**config.mk**
```make
export PLATFORM = sky130hd
export DESIGN_NAME = move_sequencer_flat
export DESIGN_NICKNAME = d
export VERILOG_FILES = /design/src/rtl/move_sequencer_if.sv /design/src/rtl/move_sequencer.sv /design/src/flat_wrapper.sv
export SDC_FILE = /design/constraint.sdc
export NUM_CORES = 1
export LEC_CHECK = 0
export ABC_AREA = 1
export CORE_MARGIN = 2
export CORE_UTILIZATION = 46
export DETAILED_ROUTE_END_ITERATION = 10
export PLACE_DENSITY = 0.79
export SYNTH_ARGS = -nofsm -noshare
export SYNTH_HDL_FRONTEND = slang
export SYNTH_SLANG_ARGS = --single-unit
export TNS_END_PERCENT = 50
```
**constraint.sdc**
```tcl
create_clock -name clk -period 3 [get_ports clk]
set_clock_uncertainty 0.15 [all_clocks]
set_input_delay 0.9 -clock clk [delete_from_list [all_inputs] [get_ports clk]]
set_output_delay 0.9 -clock clk [all_outputs]
set_load 0.1 [all_outputs]
```
**src/rtl/move_sequencer_if.sv**
```systemverilog
// Request/step bundle between requesters and the move sequencer.
interface move_sequencer_if;
  logic [3:0]  req;
  logic [11:0] len;
  logic        move;
  logic [3:0]  grant;
  logic [3:0]  done;
  logic        busy;
  logic [7:0]  pos;
  logic [2:0]  remaining;

  modport master (
    output req, len,
    input  move, grant, done, busy, pos, remaining
  );

  modport slave (
    input  req, len,
    output move, grant, done, busy, pos, remaining
  );
endinterface

```
**src/rtl/move_sequencer.sv**
```systemverilog
// Round-robin arbiter issuing step bursts to a 5-position step machine,
// with configurable idle gap between pulses and a wrap stall at position 4.
module move_sequencer #(
  parameter int unsigned STEP_GAP = 1
) (
  input logic            clk,
  input logic            rst,
  move_sequencer_if.slave bus
);

  typedef enum logic [1:0] {IDLE, STEP, GAP, DONE} state_t;

  localparam logic [3:0] GAP_LOAD = (STEP_GAP == 0) ? 4'd0 : 4'(STEP_GAP - 1);

  state_t     state, state_nx;
  logic [1:0] ptr, ptr_nx;
  logic [3:0] gap_cnt, gap_nx;
  logic [2:0] rem, rem_nx;
  logic [3:0] grant_r, grant_nx;
  logic [3:0] done_r, done_nx;
  logic       move_r, move_nx;
  logic       busy_r;
  logic [7:0] pos_r, pos_nx;

  logic       found;
  logic [1:0] pick, idx;
  logic [2:0] lsel;
  logic       issue;

  // pos_nx is also the position seen by the pulse issued at this edge,
  // so gating on it keeps move and pos==4 from ever coinciding.
  always_comb begin
    if (pos_r == 8'd4)
      pos_nx = '0;
    else if (move_r)
      pos_nx = pos_r + 8'd1;
    else
      pos_nx = pos_r;
  end

  assign issue = (state == STEP) && (pos_nx != 8'd4);

  always_comb begin
    found = 1'b0;
    pick  = ptr;
    idx   = '0;
    for (int unsigned i = 0; i < 4; i++) begin
      idx = ptr + i[1:0];
      if (!found && bus.req[idx]) begin
        found = 1'b1;
        pick  = idx;
      end
    end
  end

  always_comb begin
    case (pick)
      2'd0:    lsel = bus.len[2:0];
      2'd1:    lsel = bus.len[5:3];
      2'd2:    lsel = bus.len[8:6];
      default: lsel = bus.len[11:9];
    endcase
  end

  always_ff @(posedge clk) begin
    if (!rst) begin
      state   <= IDLE;
      ptr     <= '0;
      gap_cnt <= '0;
      rem     <= '0;
      grant_r <= '0;
      done_r  <= '0;
      move_r  <= 1'b0;
      busy_r  <= 1'b0;
      pos_r   <= '0;
    end else begin
      state   <= state_nx;
      ptr     <= ptr_nx;
      gap_cnt <= gap_nx;
      rem     <= rem_nx;
      grant_r <= grant_nx;
      done_r  <= done_nx;
      move_r  <= move_nx;
      busy_r  <= (state_nx != IDLE);
      pos_r   <= pos_nx;
    end
  end

  always_comb begin
    state_nx = state;
    case (state)
      IDLE: if (found) state_nx = STEP;
      STEP: begin
        if (issue) begin
          if (rem == 3'd1)
            state_nx = DONE;
          else if (STEP_GAP != 0)
            state_nx = GAP;
          else
            state_nx = STEP;
        end
      end
      GAP:  if (gap_cnt == '0) state_nx = STEP;
      DONE: state_nx = IDLE;
      default: state_nx = IDLE;
    endcase
  end

  always_comb begin
    ptr_nx   = ptr;
    gap_nx   = gap_cnt;
    rem_nx   = rem;
    grant_nx = grant_r;
    done_nx  = '0;
    move_nx  = 1'b0;
    case (state)
      IDLE: begin
        if (found) begin
          grant_nx = 4'b0001 << pick;
          rem_nx   = (lsel == 3'd0) ? 3'd1 : lsel;
          ptr_nx   = pick + 2'd1;
        end
      end
      STEP: begin
        if (issue) begin
          move_nx = 1'b1;
          rem_nx  = rem - 3'd1;
          if (rem != 3'd1) gap_nx = GAP_LOAD;
        end
      end
      GAP: begin
        if (gap_cnt != '0) gap_nx = gap_cnt - 4'd1;
      end
      DONE: begin
        done_nx  = grant_r;
        grant_nx = '0;
      end
      default: ;
    endcase
  end

  assign bus.move      = move_r;
  assign bus.grant     = grant_r;
  assign bus.done      = done_r;
  assign bus.busy      = busy_r;
  assign bus.pos       = pos_r;
  assign bus.remaining = rem;

endmodule

```
**src/flat_wrapper.sv**
```systemverilog
// flat-port wrapper written by rule: the top's interface ports become plain ports
module move_sequencer_flat 
#(
  parameter int unsigned STEP_GAP = 1
)
  (clk, rst, bus_req, bus_len, bus_move, bus_grant, bus_done, bus_busy, bus_pos, bus_remaining);
  move_sequencer_if bus_i ();
  input logic clk;
  input logic rst;
  input wire logic [$bits(bus_i.req)-1:0] bus_req;
  input wire logic [$bits(bus_i.len)-1:0] bus_len;
  output wire logic [$bits(bus_i.move)-1:0] bus_move;
  output wire logic [$bits(bus_i.grant)-1:0] bus_grant;
  output wire logic [$bits(bus_i.done)-1:0] bus_done;
  output wire logic [$bits(bus_i.busy)-1:0] bus_busy;
  output wire logic [$bits(bus_i.pos)-1:0] bus_pos;
  output wire logic [$bits(bus_i.remaining)-1:0] bus_remaining;
  assign bus_i.req = bus_req;
  assign bus_i.len = bus_len;
  assign bus_move = bus_i.move;
  assign bus_grant = bus_i.grant;
  assign bus_done = bus_i.done;
  assign bus_busy = bus_i.busy;
  assign bus_pos = bus_i.pos;
  assign bus_remaining = bus_i.remaining;
  move_sequencer #(.STEP_GAP(STEP_GAP)) u_core (.clk(clk), .rst(rst), .bus(bus_i));
endmodule
```
# --- Yosys cells after proc, flatten, opt, wreduce, memory -nomap -nowiden ---
# Index checks and enable logic that the tools add are counted.
# Widths: inputs -> output; s select.
word_totals:
  mem_bits_ro: 0
  regBits: 29
  input_bits: 18
  latchBits: 0
  ramBits: 0
  wordCells: 90
  out_inout_bits: 21
  mem_count: 0
classes:
  n_eq_ne: 13
  n_mux: 34
  n_reduce_logical: 22
  add_sub_neg: 7
  n_div: 0
  n_bitwise: 0
  shift: 1
  magnitude_cmp: 4
  n_mul: 0
ops:
  columns: ["op", "count"]
  rows:
  - ["$mux 4", 4]
  - ["$mux 8", 2]
  - ["$pmux 4 s2", 2]
  - ["$lt 2x3->1 const B", 4]
  - ["$mux 2", 6]
  - ["$mux 1", 10]
  - ["$mux 3", 3]
  - ["$pmux 3 s3", 1]
  - ["$add 8x1->8 const B", 1]
  - ["$bmux 1 s2", 4]
  - ["$eq 8x3->1 const B", 1]
  - ["$ne 8x3->1 const B", 1]
  - ["$pmux 2 s4", 1]
  - ["$reduce_and 2->1", 4]
  - ["$reduce_bool 2->1", 4]
  - ["$eq 2x2->1 const B", 3]
  - ["$ne 2x1->1 const B", 3]
  - ["$pmux 3 s2", 1]
  - ["$add 2x1->2 const B", 2]
  - ["$add 2x2->2 const B", 2]
  - ["$eq 2x1->1 const B", 2]
  - ["$logic_and 1x1->1", 4]
  - ["$logic_not 2->1", 2]
  - ["$logic_not 4->1", 1]
  - ["11 further kinds", 13]

# --- Depth between registers and ports, before layout ---
depth:
  depth_word: 18
  depth_mapped: 21
  ltp_nobuf: 20

# --- Worst setup path before layout ---
# Ideal clock, no wire load.
synth_timing:
  path_type: "in2reg"
  startpoint: "input bus_req[0]"
  endpoint: "register u_core.rem[0] (netlist: u_core.bus.remaining[0])"
  arrival_time_ps: 2771
  t_required_ps: 2733
  path_slack_ps: -38
  setup_time_ps: 117
  n_path_buf: 0
  path_stages: 19
  cell_sequence: "inv_1 -> o21ai_1 -> nand2_1 -> o21ai_2 -> inv_1 -> nand3_1 -> nand2_1 -> xor2_1 -> a21oi_1 -> inv_1 -> ha_1 -> a21oi_1 -> nand3_1 -> o211ai_1 -> o21ai_0 -> a21oi_1 -> nand2_1 -> nand2_1 -> nor2_2"
synth_via:
  elab_chain_cells: 18
  word_cells_on_any_way: 31
  cone_classes: "eq/ne: 3; mux: 19; reduce/logical: 9"
synth_rtl:
  columns: ["item", "line_no", "rtl"]
  rows:
  - ["start, declared", "flat_wrapper.sv:10", "input wire logic [$bits(bus_i.req)-1:0] bus_req;"]
  - ["$bmux 1 s2", "move_sequencer.sv:49", "if (!found && bus.req[idx]) begin"]
  - ["$mux 1 (not written as such)", "move_sequencer.sv:49", null]
  - ["$mux 1", "move_sequencer.sv:49", null]
  - ["$logic_not 1->1", "move_sequencer.sv:49", null]
  - ["$logic_and 1x1->1", "move_sequencer.sv:49", null]
  - ["$mux 1", "move_sequencer.sv:49", null]
  - ["$logic_not 1->1", "move_sequencer.sv:49", null]
  - ["$logic_and 1x1->1", "move_sequencer.sv:49", null]
  - ["[... 2 more ...]", null, null]
  - ["$logic_and 1x1->1", "move_sequencer.sv:49", null]
  - ["$mux 2", "move_sequencer.sv:49", null]
  - ["$eq 2x2->1, or another cell as far along", "move_sequencer.sv:57", "case (pick)"]
  - ["$pmux 3 s3", "move_sequencer.sv:57", null]
  - ["$logic_not 3->1", "move_sequencer.sv:120", "rem_nx = (lsel == 3'd0) ? 3'd1 : lsel;"]
  - ["$mux 3", "move_sequencer.sv:120", null]
  - ["$mux 3", "move_sequencer.sv:118", "if (found) begin"]
  - ["$pmux 3 s2", "move_sequencer.sv:116", "case (state)"]
  - ["end signal, assigned", "move_sequencer.sv:80", "rem <= rem_nx;"]
  - ["end, declared", "move_sequencer.sv:18", "logic [2:0] rem, rem_nx;"]
# Parallel ways exist; a longest one is shown, timed or not. The select of a mux whose other input is x is not followed.
# A chain may end at the register's enable or synchronous reset.

# --- Worst setup path after layout ---
layout_timing:
  startpoint: "input bus_req[1]"
  endpoint: "register u_core.rem[1] (netlist: u_core.bus.remaining[1])"
# The elaborated chain is that of the path after synthesis.

==> impl_metrics.csv <==
group,metric,value,unit
worst_setup_path,cp_data_arrival_time,2.87,ns
worst_setup_path,r2r_start,"u_core.ptr[0]",
synthesis,ys_warn_count,0,
status,status,"complete, no violations",
clocking,clock-root-buffer,"clkbuf_8",
placement,post-place-ws,-0.537,ns
drt,routed_wl,4540,um
drt,drcViolationCount,0,
worst_setup_path,crit_path_start_kind,"input port",
timing,setup_violations,0,
worst_setup_path,critPathLaunch,"bus_req[1]",
timing,hold_violations,0,
timing,tightest_slew,0.519,ns
timing,period_needed,2.85,ns
drt,drt_pass1_iterations,4,
pwr,p_switching,1.58,mW
pwr,pwr-share-seq,18.7,%
job,maxCapViolations,0,
floorplan,die_w,67.6,um
timing,slew_headroom,65.3,%
worst_setup_path,reg2reg_depth,17,
finish,layout_commonest_cell,"nand2_1",
timing,max_freq,351,MHz
floorplan,die_area,4570,um^2
placement,place_inst,370,
drt,ant_nets,0,
pwr,powerDensity,1190,nW/um^2
clocking,worstSkewPairLatency,0.29,ns
worst_setup_path,critical_path.max_stage_delay,0.20,ns
grt,grt_max_degree,13,
timing,setup_tns,0,ns
synthesis,synthCells,273,
finish,nets,360,
min_path,hold_class,"register to register",
finish,drive_gt1_share,29.7,%
pwr,pwr-share-clk,10.2,%
clocking,cts_tree,"built",
drt,drt-vias-per-instance,5.03,
clocking,cts_made_buffers,5,
synthesis,yosysSeqAreaShare,31.2,%
floorplan,initial_core_util,47.2,%
worst_setup_path,cp-end-kind,"register",
timing,setup_slack,0.154,ns
finish,num-fill-cells,331,
timing,min_period_over_period,94.9,%
synthesis,yosysUniqueCellTypes,35,
grt,overflow,0,
pwr,swShare,52.2,%
worst_setup_path,slowest_stage,"xor2_1",
finish,layout_common_cells,"nand2_1, buf_4, inv_1, nor2_1, dfxtp_1",
grt,grt_pass1_vias,1689,
pwr,power_frac_comb,71.1,%
synthesis,synth-seq-cells,29,
synthesis,synth_fp_nets,301,
worst_setup_path,worst-path-max-fanout,4,
floorplan,row_count,23,
floorplan,io-pin-count,39,
worst_setup_path,rrSetupSlack,0.22,ns
synthesis,avgSynthCellArea,6.81,um^2
pwr,p_leak,1.16,nW
worst_setup_path,cp_common_cell,"nand2_1",
finish,layoutNonFillerInstCount,383,
drt,routed-via-count,1925,
finish,antenna_cells,0,
placement,gp_congestion,0.845,
synthesis,syn_area,1860,um^2
clocking,cts_max_level,2,
grt,grt_first_pass_wirelength,7180,um
clocking,path_clk_slew,0.06,ns
clocking,ctsHoldBuffers,0,
pwr,internal_power,1.45,mW
grt,track_usage,20.5,%
drt,drtIter0Drc,75,
worst_setup_path,critical_path_required,3.03,ns
worst_setup_path,path_cells,"clkbuf_2 > nand2_1 > o21ai_4 > nand2_2 > o21ai_4 > nor2_4 > nand2_1 > nand2_1 > xor2_1 > a21oi_2 > buf_4 > ha_4 > a22o_1 > o22ai_1 > a21boi_0 > nand2_1 > a21oi_1",
worst_setup_path,reg2reg_to,"u_core.bus.remaining[1]",
placement,post-dp-hpwl,3120,um
placement,port_buffers,38,
timing,drv_slew,0,
grt,antenna_found_initial,0,
worst_setup_path,cp-endpoint,"u_core.bus.remaining[1]",
clocking,cts.sinks,29,
drt,avgRoutedWirePerCell,11.9,um
pwr,vdd_drop_max,0.000758,V
floorplan,fp.dieH,67.6,um
finish,area.growth.synth_to_final,36.7,%
worst_setup_path,worstSetupPathType,"input port to register",
floorplan,core_region_area,3940,um^2
clocking,cts_max_path_buffers,2,
## layer usage
layer | global-route usage (%) | vias to the layer above | routed length, um
met1 | 24.4 | 860 | 1990
li1 | - | 991 | -
met4 | 8.67 | 0 | 102
met5 | 0 | - | 0
met3 | 3.67 | 11 | 245
met2 | 36.0 | 63 | 2200
## power groups by stage
stage	Sequential [mW]	Combinational, mW	Clock (mW)
after floorplan	0.898	0.985	0
after global placement	0.564	1.76	0
after detailed placement	0.569	1.77	0
after CTS	0.563	2.03	0.313
after global routing	0.579	2.34	0.332
final	0.568	2.16	0.310
## synth_stat cells, drive strengths merged
cell type   n  share of area [%]
clkinv      1               0.20
o21bai      1               0.40
nand3      24                7.5
a22o        1               0.47
a21oi      18                5.2
o22ai       1               0.34
nand4       3                1.0
a31oi       1               0.34
dfxtp      29                 31
o21ai      16                6.3
inv        41                8.4
o211ai      1               0.40
nor2       41                 10
buf         1               0.61
clkbuf      2               0.94
xnor2       2                1.3
or2         1               0.34
xor2        2               0.94
nor3        3               0.81
nand2      72                 15
ha         10                6.7
a32oi       1               0.47
a21boi      1               0.40
## metrics by stage
stage	util, %	cell area (um^2)	hold slack, ns	total power [mW]
CTS	63.4	2500	0.306	2.90
detailed placement	58.7	2310	0.296	2.34
global route	64.5	2540	0.336	3.25
floorplan	-	1860	0.303	1.88
finish	64.5	2540	0.306	3.04
global placement	58.7	2310	0.286	2.32
## layout make-up
type / count / area, um^2 / area share [%]
repair buffers: 55 / 435 / 17.1
well taps: 50 / 62.6 / 2.46
multi-input cells: 199 / 1220 / 48.0
flip-flops and latches: 29 / 582 / 22.9
clock buffers: 8 / 80.1 / 3.15
inverters: 42 / 163 / 6.40
## how the worst min path moves through the flow
stage	to	start	cells after the start	slack, ns
floorplan	u_core.gap_cnt[1]	u_core.gap_cnt[1]	2	0.30
global placement	u_core.bus.done[0]	u_core.bus.grant[0]	2	0.29
detailed placement	u_core.bus.done[0]	u_core.bus.grant[0]	2	0.30
CTS	u_core.bus.done[0]	u_core.bus.grant[0]	2	0.31
global route	u_core.bus.done[2]	u_core.bus.grant[2]	2	0.34
finish	u_core.bus.done[0]	u_core.bus.grant[0]	2	0.31
## registers in the layout, indices dropped and copies added (netlist names)
name	flops
u_core.bus.grant	4
u_core.bus.busy	1
u_core.bus.move	1
u_core.bus.done	4
u_core.state	2
u_core.gap_cnt	4
u_core.ptr	2
u_core.bus.remaining	3
u_core.bus.pos	8
## logic make-up (layout without fill, tap and decap cells)
family	Yosys count	in the layout	synth area share [%]
flip-flops	29	29	31.2
XOR/XNOR	4	4	2.29
AO/OA/AOI/OAI	41	41	14.4
buffers and inverters	45	105	10.2
AND/OR/NAND/NOR	144	144	35.2
adder cells (fa/ha/maj)	10	10	6.73
## critical path: cells and delay by family
kind | cells | cell delay [ns]
buf+inv | 2 | 0.25
compound gates | 7 | 0.75
simple gates | 6 | 0.59
xor+xnor | 1 | 0.20
fa+ha+maj | 1 | 0.17
## what timing repair did
| item | in CTS | in global routing |
|---|---|---|
| buffers inserted | 4 | 1 |
| setup endpoints to repair | 3 | 3 |
| resized for setup | 22 | 21 |
| pin swaps | 12 | 14 |
(Power assumes the default switching activity.)
